[config.mk]
export PLATFORM = sky130hd
export DESIGN_NAME = branch_predictor_flat
export DESIGN_NICKNAME = d
export VERILOG_FILES = /design/src/rtl/branch_predictor_if.sv /design/src/rtl/branch_predictor.sv /design/src/flat_wrapper.sv
export SDC_FILE = /design/constraint.sdc
export NUM_CORES = 1
export LEC_CHECK = 0
export ABC_AREA = 1
export BUFFER_PORTS_ARGS = -buffer_cell sky130_fd_sc_hd__buf_4
export CAP_MARGIN = 20
export CORE_MARGIN = 2
export CORE_UTILIZATION = 40
export CTS_BUF_LIST = sky130_fd_sc_hd__clkbuf_4 sky130_fd_sc_hd__clkbuf_8
export CTS_CLUSTER_DIAMETER = 80
export CTS_CLUSTER_SIZE = 30
export DETAILED_ROUTE_END_ITERATION = 10
export PLACE_DENSITY = 0.64
export SYNTH_ARGS = -nofsm -noshare
export SYNTH_HDL_FRONTEND = slang
export SYNTH_SLANG_ARGS = --single-unit
[constraint.sdc]
create_clock -name clk -period 2.6 [get_ports clk]
set_clock_uncertainty 0.05 [all_clocks]
set_input_delay 0.52 -clock clk [delete_from_list [all_inputs] [get_ports clk]]
set_output_delay 0.52 -clock clk [all_outputs]
set_load 0.03 [all_outputs]
[src/rtl/branch_predictor_if.sv]
// Pipeline-side signals of the gshare predictor: Decode lookup, Execute
// resolution, redirect and statistics counters.
interface branch_predictor_if;
  logic [31:0] pcD;
  logic        branchD;
  logic        stallD;
  logic        flushE;
  logic        actual_takeE;
  logic [31:0] pc_plus4E;
  logic [31:0] branch_targetE;
  logic        pred_takeD;
  logic        predict_wrong;
  logic [31:0] pc_redirectE;
  logic [31:0] branch_cnt;
  logic [31:0] mispredict_cnt;

  modport master (
    output pcD, branchD, stallD, flushE, actual_takeE, pc_plus4E, branch_targetE,
    input  pred_takeD, predict_wrong, pc_redirectE, branch_cnt, mispredict_cnt
  );

  modport slave (
    input  pcD, branchD, stallD, flushE, actual_takeE, pc_plus4E, branch_targetE,
    output pred_takeD, predict_wrong, pc_redirectE, branch_cnt, mispredict_cnt
  );
endinterface

[src/rtl/branch_predictor.sv]
// Gshare direction predictor: predicts in Decode, resolves in Execute,
// updates PHT/GHR on the resolving edge and raises the redirect.
module branch_predictor #(
    parameter int IDX_W = 6,
    parameter int GHR_W = 6
) (
    input logic clk,
    input logic rst,
    branch_predictor_if.slave bp
);
    localparam int unsigned N_ENT = 1 << IDX_W;

    logic [1:0]       pht [N_ENT];
    logic [GHR_W-1:0] ghr;
    logic [IDX_W-1:0] ghr_ext;
    logic [IDX_W-1:0] idx_d;
    logic [IDX_W-1:0] idx_e;
    logic             valid_e;
    logic             pred_take_e;
    logic             mispredict;
    logic [31:0]      branch_cnt_q;
    logic [31:0]      mispredict_cnt_q;
    logic             unused_pc_bits;

    assign unused_pc_bits = ^{bp.pcD[31:IDX_W+2], bp.pcD[1:0]};

    always_comb begin
        ghr_ext = '0;
        ghr_ext[GHR_W-1:0] = ghr;
    end

    assign idx_d         = bp.pcD[IDX_W+1:2] ^ ghr_ext;
    assign bp.pred_takeD = bp.branchD & pht[idx_d][1];

    assign mispredict       = valid_e & (pred_take_e != bp.actual_takeE);
    assign bp.predict_wrong = mispredict;
    assign bp.pc_redirectE  = mispredict ? (bp.actual_takeE ? bp.branch_targetE : bp.pc_plus4E)
                                         : '0;
    assign bp.branch_cnt     = branch_cnt_q;
    assign bp.mispredict_cnt = mispredict_cnt_q;

    // Lookup reads the pre-edge table, so a same-index update shows up next cycle.
    always_ff @(posedge clk) begin
        if (rst) begin
            for (int unsigned i = 0; i < N_ENT; i++) begin
                pht[i] <= 2'b01;
            end
        end else if (valid_e) begin
            if (bp.actual_takeE) begin
                if (pht[idx_e] != 2'b11) pht[idx_e] <= pht[idx_e] + 2'd1;
            end else begin
                if (pht[idx_e] != 2'b00) pht[idx_e] <= pht[idx_e] - 2'd1;
            end
        end
    end

    always_ff @(posedge clk) begin
        if (rst) begin
            ghr              <= '0;
            branch_cnt_q     <= '0;
            mispredict_cnt_q <= '0;
        end else if (valid_e) begin
            ghr              <= {ghr[GHR_W-2:0], bp.actual_takeE};
            branch_cnt_q     <= branch_cnt_q + 32'd1;
            mispredict_cnt_q <= mispredict_cnt_q + {31'd0, mispredict};
        end
    end

    // A stalled Decode branch must not enter Execute twice.
    always_ff @(posedge clk) begin
        if (rst || bp.flushE || bp.stallD) begin
            valid_e <= 1'b0;
        end else begin
            valid_e     <= bp.branchD;
            pred_take_e <= bp.pred_takeD;
            idx_e       <= idx_d;
        end
    end
endmodule

[src/flat_wrapper.sv]
// flat-port wrapper written by rule: the top's interface ports become plain ports
module branch_predictor_flat 
#(
    parameter int IDX_W = 6,
    parameter int GHR_W = 6
)
  (clk, rst, bp_pcD, bp_branchD, bp_stallD, bp_flushE, bp_actual_takeE, bp_pc_plus4E, bp_branch_targetE, bp_pred_takeD, bp_predict_wrong, bp_pc_redirectE, bp_branch_cnt, bp_mispredict_cnt);
  branch_predictor_if bp_i ();
  input logic clk;
  input logic rst;
  input wire logic [$bits(bp_i.pcD)-1:0] bp_pcD;
  input wire logic [$bits(bp_i.branchD)-1:0] bp_branchD;
  input wire logic [$bits(bp_i.stallD)-1:0] bp_stallD;
  input wire logic [$bits(bp_i.flushE)-1:0] bp_flushE;
  input wire logic [$bits(bp_i.actual_takeE)-1:0] bp_actual_takeE;
  input wire logic [$bits(bp_i.pc_plus4E)-1:0] bp_pc_plus4E;
  input wire logic [$bits(bp_i.branch_targetE)-1:0] bp_branch_targetE;
  output wire logic [$bits(bp_i.pred_takeD)-1:0] bp_pred_takeD;
  output wire logic [$bits(bp_i.predict_wrong)-1:0] bp_predict_wrong;
  output wire logic [$bits(bp_i.pc_redirectE)-1:0] bp_pc_redirectE;
  output wire logic [$bits(bp_i.branch_cnt)-1:0] bp_branch_cnt;
  output wire logic [$bits(bp_i.mispredict_cnt)-1:0] bp_mispredict_cnt;
  assign bp_i.pcD = bp_pcD;
  assign bp_i.branchD = bp_branchD;
  assign bp_i.stallD = bp_stallD;
  assign bp_i.flushE = bp_flushE;
  assign bp_i.actual_takeE = bp_actual_takeE;
  assign bp_i.pc_plus4E = bp_pc_plus4E;
  assign bp_i.branch_targetE = bp_branch_targetE;
  assign bp_pred_takeD = bp_i.pred_takeD;
  assign bp_predict_wrong = bp_i.predict_wrong;
  assign bp_pc_redirectE = bp_i.pc_redirectE;
  assign bp_branch_cnt = bp_i.branch_cnt;
  assign bp_mispredict_cnt = bp_i.mispredict_cnt;
  branch_predictor #(.IDX_W(IDX_W), .GHR_W(GHR_W)) u_core (.clk(clk), .rst(rst), .bp(bp_i));
endmodule
==> results of run 1 <==
==> routing by layer <==
layer,global-route usage [%],wire [um]
met5,0,0
met4,11.7,2730
met3,3.57,4880
met2,45.1,22400
met1,33.5,16900
==> worst max-delay path by stage <==
stage / cells past startpoint / from / to
after floorplan: 16 / bp_actual_takeE / u_core.bp.mispredict_cnt[25]$_SDFFE_PP0P_
after global placement: 14 / bp_pcD[2] / bp_pred_takeD
after detailed placement: 14 / bp_pcD[2] / bp_pred_takeD
after CTS: 15 / u_core.ghr[0]$_SDFFE_PP0P_ / bp_pred_takeD
after global routing: 13 / u_core.ghr[0]$_SDFFE_PP0P_ / bp_pred_takeD
final: 11 / u_core.ghr[1]$_SDFFE_PP0P_ / bp_pred_takeD
==> cell type report <==
cell class	count	area share [%]
inverters	102	2.27
clock inverters	9	0.711
flip-flops and latches	212	31.2
clock buffers	15	1.15
multi-input cells	1186	42.6
repair buffers	309	19.4
well taps	384	2.68
==> what timing repair did <==
action                                  CTS  global route
endpoints found under the setup margin  208           302
buffers inserted                         43             8
pin swaps                                48           116
gates resized for setup                 162           509
gates cloned                             21            12
==> flip-flops by register name (all words and copies together), names as in the netlist, named ones only <==
signal,flops
u_core.valid_e,1
u_core.pred_take_e,1
u_core.pht,128
u_core.idx_e,6
u_core.bp.mispredict_cnt,32
u_core.bp.branch_cnt,32
u_core.ghr,6
==> where the power goes <==
| group | internal [mW] | total, mW | switching [mW] |
|---|---|---|---|
| sequential | 3.61 | 3.66 | 0.0461 |
| combinational | 0.631 | 1.66 | 1.03 |
| clock | 0.653 | 2.00 | 1.35 |
| total | 4.90 | 7.32 | 2.42 |
==> through the flow <==
step	area (um^2)	utilization [%]	total power [mW]	instances
after floorplan	11800	-	4.25	1586
after global placement	13800	47.9	4.63	2120
after detailed placement	13800	47.9	4.65	2120
after CTS	15700	54.5	6.84	2208
after global routing	17900	62.4	7.50	2217
final	17900	62.4	7.32	2217
==> cells by family after synthesis <==
group           share of synthesized area [%]
compound gates                           4.94
xor+xnor                                 1.49
fa+ha+maj                               0.321
buf+inv                                  7.22
flops                                    47.8
simple gates                             38.2
==> cell usage after synthesis (all sizes together) <==
library cell and n:
nand4 21, a21oi 64, dfxtp 77, nor4 11, and3 1, nand3b 2, nor3b 3, xnor2 10
a221oi 1, edfxtp 135, o21ai 33, ha 3, nand3 276, nor2 204, inv 98, o21ba 1
o22ai 5, clkbuf 38, nand2 509, buf 48, nor3 27, xor2 9, clkinv 4, a31oi 2
o21a 4
==> cells in the final DEF (no fill, tap or decap), types with 3 or more instances in the layout <==
cell type and instances:
nand3_1 171, a21oi_1 32, inv_2 6, o22ai_1 3, clkbuf_8 15, buf_8 3, buf_16 21, nor2_2 14
nand3_2 99, dfxtp_1 74, nand4_1 21, o21ai_1 4, xnor2_1 9, inv_8 5, buf_12 26, buf_6 54
edfxtp_1 135, nand2_8 14, nand3_4 6, o21ai_0 28, inv_1 89, nor2_1 140, a21oi_2 4, buf_4 194
nand2_4 65, nor2_4 50, nor3_1 23, nor4_1 10, nand2_2 109, clkbuf_16 11, nand2_1 321, o21a_1 4
xor2_1 9, a21oi_4 28
==> worst max-delay path: cells and delay by family, from the launching register on <==
family                 cells  cell delay (ns)
AND/OR/NAND/NOR            6             0.54
buffers and inverters      3             0.49
flip-flops                 1             0.37
XOR/XNOR                   1             0.24
AO/OA/AOI/OAI              1             0.22
==> impl_metrics.json, run 1 <==
{
  "endpoint_kind": "primary output",
  "crit_path_top_delay_cell": "dfxtp_2",
  "cts_tree": "yes",
  "antenna_cells": 0,
  "vias": 12803,
  "rr_worst_depth": 19,
  "worstHoldStart": "bp_branchD",
  "critPathMostFrequentCell": "nand3_2",
  "final_max_slew_viol_count": 0,
  "grt_pass1_vias": 11868,
  "avgRoutedWirePerCell_um": 21.2,
  "maxSlewHeadroom_pct": 49.8,
  "synth.net_count": 1691,
  "p_leak_nw": 7.05,
  "tightest_slew_ns": 0.752,
  "vdd_drop_max_uv": 301,
  "nets": 1930,
  "power.density_mw_per_mm2": 408,
  "firstDrtPassIters": 6,
  "hpwl_um": 24700,
  "clock_latency_ns": 0.58,
  "numCtsBuffers": 14,
  "post-route-period-util_pct": 115,
  "crit_chain": "xnor2_2 -> clkinv_2 -> buf_4 -> nand3_2 -> nand3_2 -> nand3_2 -> nand3_2 -> nand3_2 -> nand2_2 -> a31oi_4 -> buf_6",
  "ys_seq_area_share_pct": 47.8,
  "hold_end": "u_core.valid_e$_SDFF_PP0_",
  "drive_gt1_share_pct": 40.9,
  "die_area_mm2": 0.0306,
  "violations": "negative setup slack",
  "whs_ns": 0.159,
  "yosysWarnings": 0,
  "syn_avg_cell_area_um2": 7.37,
  "die_h_um": 175,
  "cts_hold_buf": 0,
  "grt_max_degree": 63,
  "hold_path_depth": 3,
  "fin_ws_ns": -0.381,
  "ys_top_cells_by_area": "edfxtp_1 35%, nand2_1 16%, dfxtp_1 13%, nand3_1 12%, nor2_1 6.5%",
  "grt_pass1_wl_um": 64100,
  "drc_errors": 0,
  "cp.required_ns": 2.03,
  "status": "complete, but fails checks",
  "setup_viol": 209,
  "layout_min_cycle_time_ns": 2.98,
  "grt.overflow.total": 0,
  "port-buffer-count": 173,
  "postSynthCellCount": 1586,
  "hold_viol": 0,
  "final_antenna_net_count": 0,
  "clkTransAtPathRegs_ns": 0.18,
  "io_pins": 200,
  "track_usage_pct": 26.4,
  "cts_buffer_depth": 3,
  "cp.arrival_ns": 2.41,
  "yosysTopAreaCell": "edfxtp_1",
  "drv_cap": 0,
  "max_freq_mhz": 335,
  "antenna_found_initial": 0,
  "post-place-ws_ns": -0.128,
  "ys_types": 36,
  "n_fill_cell": 2249,
  "drt_wl_total_um": 46900,
  "reg2reg_to": "u_core.pht[33][1]$_SDFFCE_PN0P_",
  "place_congestion": 0.909,
  "std_cell_rows": 62,
  "netlist_area_mm2": 0.0117,
  "ys_seq_elements": 212,
  "clockRootBuffer": "clkbuf_8",
  "multi_input_area_mm2": 0.00764,
  "fin_setup_tns_ns": -25.73,
  "drt_iter0_markers": 1422,
  "path_max_fanout": 7,
  "areaGrowthSynthToFinish_pct": 53.5,
  "min_path_type": "in2reg",
  "htree_num_levels": 1,
  "rsz0062_at_grt": "true",
  "criticalPathCategory": "reg2out",
  "rrSetupSlack_ns": -0.24,
  "ff_latch_area_mm2": 0.00560,
  "start_util_pct": 40.6,
  "die_w_um": 175,
  "start_kind": "flop",
  "slowest_delay_ns": 0.37,
  "viasPerCell": 5.77,
  "synth_top_area_share_pct": 34.7,
  "fp.coreArea_mm2": 0.0288,
  "cts.sinks": 212
}
Power figures use the tool's default switching activity.
==> run 2: changes to the inputs <==
--- a/config.mk
+++ b/config.mk
@@ -14,7 +14,7 @@
 export CTS_CLUSTER_DIAMETER = 80
 export CTS_CLUSTER_SIZE = 30
 export DETAILED_ROUTE_END_ITERATION = 10
-export PLACE_DENSITY = 0.64
+export PLACE_DENSITY = 0.62
 export SYNTH_ARGS = -nofsm -noshare
 export SYNTH_HDL_FRONTEND = slang
 export SYNTH_SLANG_ARGS = --single-unit
==> constraint.sdc (replaced) <==
create_clock -name clk -period 2.98 [get_ports clk]
set_clock_uncertainty 0.05 [all_clocks]
set_input_delay 0.596 -clock clk [delete_from_list [all_inputs] [get_ports clk]]
set_output_delay 0.596 -clock clk [all_outputs]
set_load 0.03 [all_outputs]
==> run 2 against run 1 <==
  * The run now ends clean
  * Die area unchanged
  * Worst setup slack better by 0.44 ns
  * Final cell count down 3.7%
  * First-iteration DRC count down 31%
  * Utilization fell by 13 points
  * Sequential cell count unchanged
  * Count of clock-buffer cells in the layout is 1 higher
  * Highest routed layer unchanged
==> impl_metrics.json, run 2 (synthesized netlist as in run 1, its figures left out) <==
{
  "status": "completed",
  "hold_path_depth": 3,
  "hold_viol": 0,
  "layout_min_cycle_time_ns": 2.92,
  "numCtsBuffers": 13,
  "layout_common_cells": "501 x nand2_1, 262 x nand3_1, 205 x buf_4, 203 x nor2_1, 135 x edfxtp_1",
  "start_util_pct": 40.6,
  "nets": 1850,
  "fin_ws_ns": 0.0614,
  "cts.sinks": 212,
  "die_h_um": 175,
  "crit_chain": "inv_2 -> nand2_2 -> nand2_4 -> buf_6 -> buf_8 -> nand2_1 -> nand3_1 -> nand3_2 -> nand3_2 -> nand3_2 -> nand3_2 -> nand2_2 -> a31oi_4 -> buf_6",
  "path_buf_inv": 4,
  "io_pins": 200,
  "die_w_um": 175,
  "post-place-ws_ns": 0.0531,
  "areaGrowthSynthToFinish_pct": 21.3,
  "crit_path_top_delay_cell": "dfxtp_2",
  "drv_cap": 0,
  "rsz0062_at_grt": "true",
  "clkTransAtPathRegs_ns": 0.14,
  "critPathMostFrequentCell": "nand3_2",
  "viasPerCell": 5.33,
  "final_antenna_net_count": 0,
  "slowest_delay_ns": 0.35,
  "criticalPathCategory": "reg2out",
  "clockRootBuffer": "clkbuf_8",
  "largest_reg_flops": 128,
  "grt_pass1_wl_um": 55500,
  "cts_tree": "yes",
  "cts_hold_buf": 0,
  "path_max_fanout": 6,
  "grt_pass1_vias": 10300,
  "endpoint_kind": "primary output",
  "place_congestion": 0.881,
  "finalInstanceArea_mm2": 0.0142,
  "grt.overflow.total": 0,
  "postPlaceCellArea_mm2": 0.0136,
  "fp.coreArea_mm2": 0.0288,
  "hold_end": "u_core.valid_e$_SDFF_PP0_",
  "drc_errors": 0,
  "cts_buffer_depth": 3,
  "antenna_found_initial": 0,
  "hpwl_um": 24700,
  "p_leak_nw": 5.63,
  "reg2reg_to": "u_core.pht[17][0]$_SDFFCE_PN1P_",
  "clock_latency_ns": 0.52,
  "antenna_cells": 0,
  "vdd_drop_max_uv": 216,
  "cp.arrival_ns": 2.27,
  "final_common_cell": "nand2_1",
  "final_max_slew_viol_count": 0,
  "start_kind": "flop",
  "regMostFlops": "u_core.pht",
  "htree_num_levels": 1,
  "std_cell_rows": 62,
  "min_path_type": "in2reg",
  "cpLargestDelayFamily": "simple AND/OR/NAND/NOR gates",
  "power.density_mw_per_mm2": 403,
  "drive_gt1_share_pct": 16.5,
  "maxSlewHeadroom_pct": 49.0,
  "track_usage_pct": 22.7,
  "setup_viol": 0,
  "grt_max_degree": 58,
  "rrSetupSlack_ns": 0.25,
  "rr_worst_depth": 15,
  "max_freq_mhz": 343,
  "drt_wl_total_um": 36000,
  "drt_iter0_markers": 977,
  "tightest_slew_ns": 0.762,
  "worstHoldStart": "bp_branchD",
  "port-buffer-count": 173,
  "post-route-period-util_pct": 97.9,
  "cp.required_ns": 2.33,
  "firstDrtPassIters": 5,
  "die_area_mm2": 0.0306,
  "avgRoutedWirePerCell_um": 16.9,
  "vias": 11376
}
run 2: final cells by class:
class	count	area, um^2
clock buffers	16	208
clock inverters	5	101
fillers	2778	14600
inverters	102	393
multi-input cells	1186	5390
flip-flops and latches	212	5600
well taps	384	480
repair buffers	230	2020
run 2: worst max path at each step:
stage                                          start                                         to  slack [ns]  cells past startpoint
after floorplan                      bp_actual_takeE  u_core.bp.mispredict_cnt[26]$_SDFFE_PP0P_        0.05                     15
after global placement                     bp_pcD[2]                              bp_pred_takeD        0.03                     14
after detailed placement                   bp_pcD[2]                              bp_pred_takeD        0.05                     13
after CTS                 u_core.ghr[0]$_SDFFE_PP0P_                              bp_pred_takeD      0.0009                     14
after global routing      u_core.ghr[0]$_SDFFE_PP0P_                              bp_pred_takeD       -0.03                     14
final                     u_core.ghr[0]$_SDFFE_PP0P_                              bp_pred_takeD        0.06                     14
run 2: repair_timing:
item	in CTS	in global routing
gates resized for setup	7	33
setup endpoints to repair	1	20
buffers inserted	0	6
gates cloned	0	3
pin swaps	1	7
run 2: power by group:
| part | total, mW | switching (mW) | internal, mW |
|---|---|---|---|
| logic | 0.852 | 0.546 | 0.306 |
| registers | 3.18 | 0.0322 | 3.15 |
| clock network | 1.69 | 0.958 | 0.730 |
| total | 5.72 | 1.54 | 4.19 |
run 2: per-stage QoR:
step | std cells | TNS (ns) | hold WS, ns | total power [mW] | utilization [%]
after floorplan | 1586 | 0 | 0.426 | 3.70 | -
after CTS | 2126 | 0 | 0.253 | 5.70 | 48.5
final | 2135 | 0 | 0.284 | 5.72 | 49.3
after detailed placement | 2105 | 0 | 0.409 | 4.04 | 47.3
after global placement | 2105 | 0 | 0.406 | 4.03 | 47.3
after global routing | 2135 | -0.0336 | 0.275 | 5.92 | 49.3
run 2: tightest hold or removal path, cell delays in order:
cell	delay (ns)
buf_4	0.14
inv_1	0.05
nor2_1	0.03
run 2: layer usage:
layer,track usage [%],routed length [um],part of all wire [%],vias to the layer above
met3,2.94,2820,7.8,47
met5,0,0,0,-
met4,5.52,717,2.0,0
met2,37.9,16900,47,460
met1,31.4,15600,43,5287
li1,-,-,-,5582
==> run 3: changes to the inputs <==
--- a/config.mk
+++ b/config.mk
@@ -6,7 +6,6 @@
 export NUM_CORES = 1
 export LEC_CHECK = 0
 export ABC_AREA = 1
-export BUFFER_PORTS_ARGS = -buffer_cell sky130_fd_sc_hd__buf_4
 export CAP_MARGIN = 20
 export CORE_MARGIN = 2
 export CORE_UTILIZATION = 40
@@ -14,7 +13,9 @@
 export CTS_CLUSTER_DIAMETER = 80
 export CTS_CLUSTER_SIZE = 30
 export DETAILED_ROUTE_END_ITERATION = 10
-export PLACE_DENSITY = 0.62
+export DONT_BUFFER_PORTS = 1
+export PLACE_DENSITY = 0.56
 export SYNTH_ARGS = -nofsm -noshare
 export SYNTH_HDL_FRONTEND = slang
 export SYNTH_SLANG_ARGS = --single-unit
+export TNS_END_PERCENT = 20
==> constraint.sdc (replaced) <==
create_clock -name clk -period 2.97 [get_ports clk]
set_clock_uncertainty 0.05 [all_clocks]
set_input_delay 0.594 -clock clk [delete_from_list [all_inputs] [get_ports clk]]
set_output_delay 0.594 -clock clk [all_outputs]
set_load 0.03 [all_outputs]
==> run 3 against run 2 <==
  * Utilization down 3.1 points
  * Global-route usage decreased by 0.25 points
  * Sequential cell count is the same
  * Clock power is 7% lower
  * Combinational power decreased by 11%
  * Non-clock buffer count shrank 138
  * Die area unchanged
  * First-iteration DRC count rose by 12%
  * Routed wire length shrank 1.6%
  * Power is 3.3% lower
  * Sequential share of layout area up 2.7 points
  * Critical path type unchanged
  * Highest routed layer unchanged
==> impl_metrics.json, run 3 (synthesized netlist as in run 1, its figures left out) <==
{
  "vias": 10900,
  "grt_max_degree": 65,
  "start_kind": "flop",
  "cts_hold_buf": 0,
  "grt_pass1_wl_um": 54400,
  "fin_setup_tns_ns": 0,
  "areaGrowthSynthToFinish_pct": 13.6,
  "drc_errors": 0,
  "grt.overflow.total": 0,
  "die_area_mm2": 0.0306,
  "drive_gt1_share_pct": 11.0,
  "avgRoutedWirePerCell_um": 17.7,
  "tightest_slew_ns": 0.824,
  "slowest_delay_ns": 0.42,
  "cts_tree": "yes",
  "antenna_cells": 0,
  "drt_iter0_markers": 1097,
  "std_cell_rows": 62,
  "rsz0062_at_grt": "true",
  "layout_common_cells": "500 x nand2_1, 258 x nand3_1, 202 x nor2_1, 135 x edfxtp_1, 91 x inv_1",
  "path_max_fanout": 8,
  "power.density_mw_per_mm2": 416,
  "path_buf_inv": 4,
  "crit_path_top_delay_cell": "edfxtp_1",
  "post-route-period-util_pct": 99.2,
  "final_antenna_net_count": 0,
  "port-buffer-count": 0,
  "max_freq_mhz": 339,
  "hpwl_um": 23600,
  "numCtsBuffers": 14,
  "cp.required_ns": 2.33,
  "start_util_pct": 40.6,
  "final_max_slew_viol_count": 0,
  "utilization_pct": 46.2,
  "io_pins": 200,
  "clock_latency_ns": 0.55,
  "drt_wl_total_um": 35400,
  "track_usage_pct": 22.5,
  "nets": 1714,
  "cp.arrival_ns": 2.30,
  "cts.sinks": 212,
  "antenna_found_initial": 0,
  "status": "completed",
  "drv_cap": 0,
  "maxSlewHeadroom_pct": 44.9,
  "final_common_cell": "nand2_1",
  "die_w_um": 175,
  "total_power_mw": 5.53,
  "vdd_drop_max_uv": 276,
  "die_h_um": 175,
  "regMostFlops": "u_core.pht",
  "grt_pass1_vias": 10087,
  "layout_min_cycle_time_ns": 2.95,
  "hold_viol": 0,
  "min_path_type": "in2reg",
  "endpoint_kind": "primary output",
  "clkTransAtPathRegs_ns": 0.17,
  "firstDrtPassIters": 5,
  "clockRootBuffer": "clkbuf_8",
  "setup_viol": 0,
  "criticalPathCategory": "reg2out",
  "p_leak_nw": 4.94,
  "htree_num_levels": 1,
  "cts_buffer_depth": 3,
  "n_fill_cell": 2874,
  "viasPerCell": 5.45,
  "place_congestion": 0.871,
  "fp.coreArea_mm2": 0.0288,
  "crit_chain": "nand2_1 -> inv_2 -> nor3_4 -> buf_6 -> clkinvlp_4 -> a21oi_1 -> buf_4",
  "cpLargestDelayFamily": "buffers and inverters",
  "largest_reg_flops": 128
}
-- run 3: changes by cell type in the layout (fill, tap and decap cells not counted), moves of 7 or more --
| cell | previous run | this run |
|---|---|---|
| buf_4 | 205 | 57 |
| a21oi_1 | 64 | 50 |
| buf_6 | 2 | 15 |
| a21oi_2 | 0 | 7 |
| a21oi_4 | 0 | 7 |
-- run 3: layer usage --
layer	track usage, %	vias to the layer above	wire length (um)
met5	0	-	0
met4	5.80	0	825
met3	3.15	58	2830
met2	37.9	462	16500
met1	30.4	5072	15300
li1	-	5308	-
-- run 3: timing repair --
action	CTS	global route
pin swaps	7	20
resized for setup	27	51
cloned	3	1
endpoints found under the setup margin	17	24
buffers inserted	6	1
endpoints found under the hold margin	0	0
-- run 3: stage by stage --
stage	setup slack, ns	hold WS [ns]	instance area [um^2]	std cells
3_5_place_dp	0.189	0.470	12500	1967
6_report	0.0242	0.0360	13300	2001
4_1_cts	-0.00644	0.00364	13100	2000
5_1_grt	-0.0714	0.00546	13300	2001
3_3_place_gp	0.185	0.465	12500	1967
2_1_floorplan	0.0462	0.426	11700	1586
-- run 3: cell type report --
| class | count | area, um^2 | area share (%) |
|---|---|---|---|
| well taps | 384 | 480 | 3.62 |
| inverters | 102 | 394 | 2.97 |
| multi-input cells | 1186 | 5510 | 41.5 |
| repair inverters | 1 | 7.51 | 0.0565 |
| clock buffers | 16 | 214 | 1.61 |
| repair buffers | 92 | 1000 | 7.56 |
| clock inverters | 8 | 77.6 | 0.584 |
| flip-flops and latches | 212 | 5600 | 42.1 |
-- run 3: final timing paths --
path / to / depth (start not counted) / slack, ns / startpoint
setup / recovery: bp_pc_redirectE[11] / 7 / 0.02 / u_core.pred_take_e$_DFFE_PN_
hold / removal: u_core.bp.branch_cnt[31]$_SDFFE_PP0P_ / 1 / 0.04 / rst
setup reg to reg: u_core.pht[3][1]$_SDFFCE_PN0P_ / 15 / 0.25 / flop
hold reg to reg: u_core.ghr[2]$_SDFFE_PP0P_ / 2 / 0.49 / u_core.ghr[1]$_SDFFE_PP0P_
-- run 3: report_power, final --
part | internal (mW) | switching, mW | leakage [nW]
logic | 0.238 | 0.523 | 3.01
clock network | 0.532 | 1.05 | 0.145
registers | 3.16 | 0.0312 | 1.78
total | 3.93 | 1.60 | 4.94
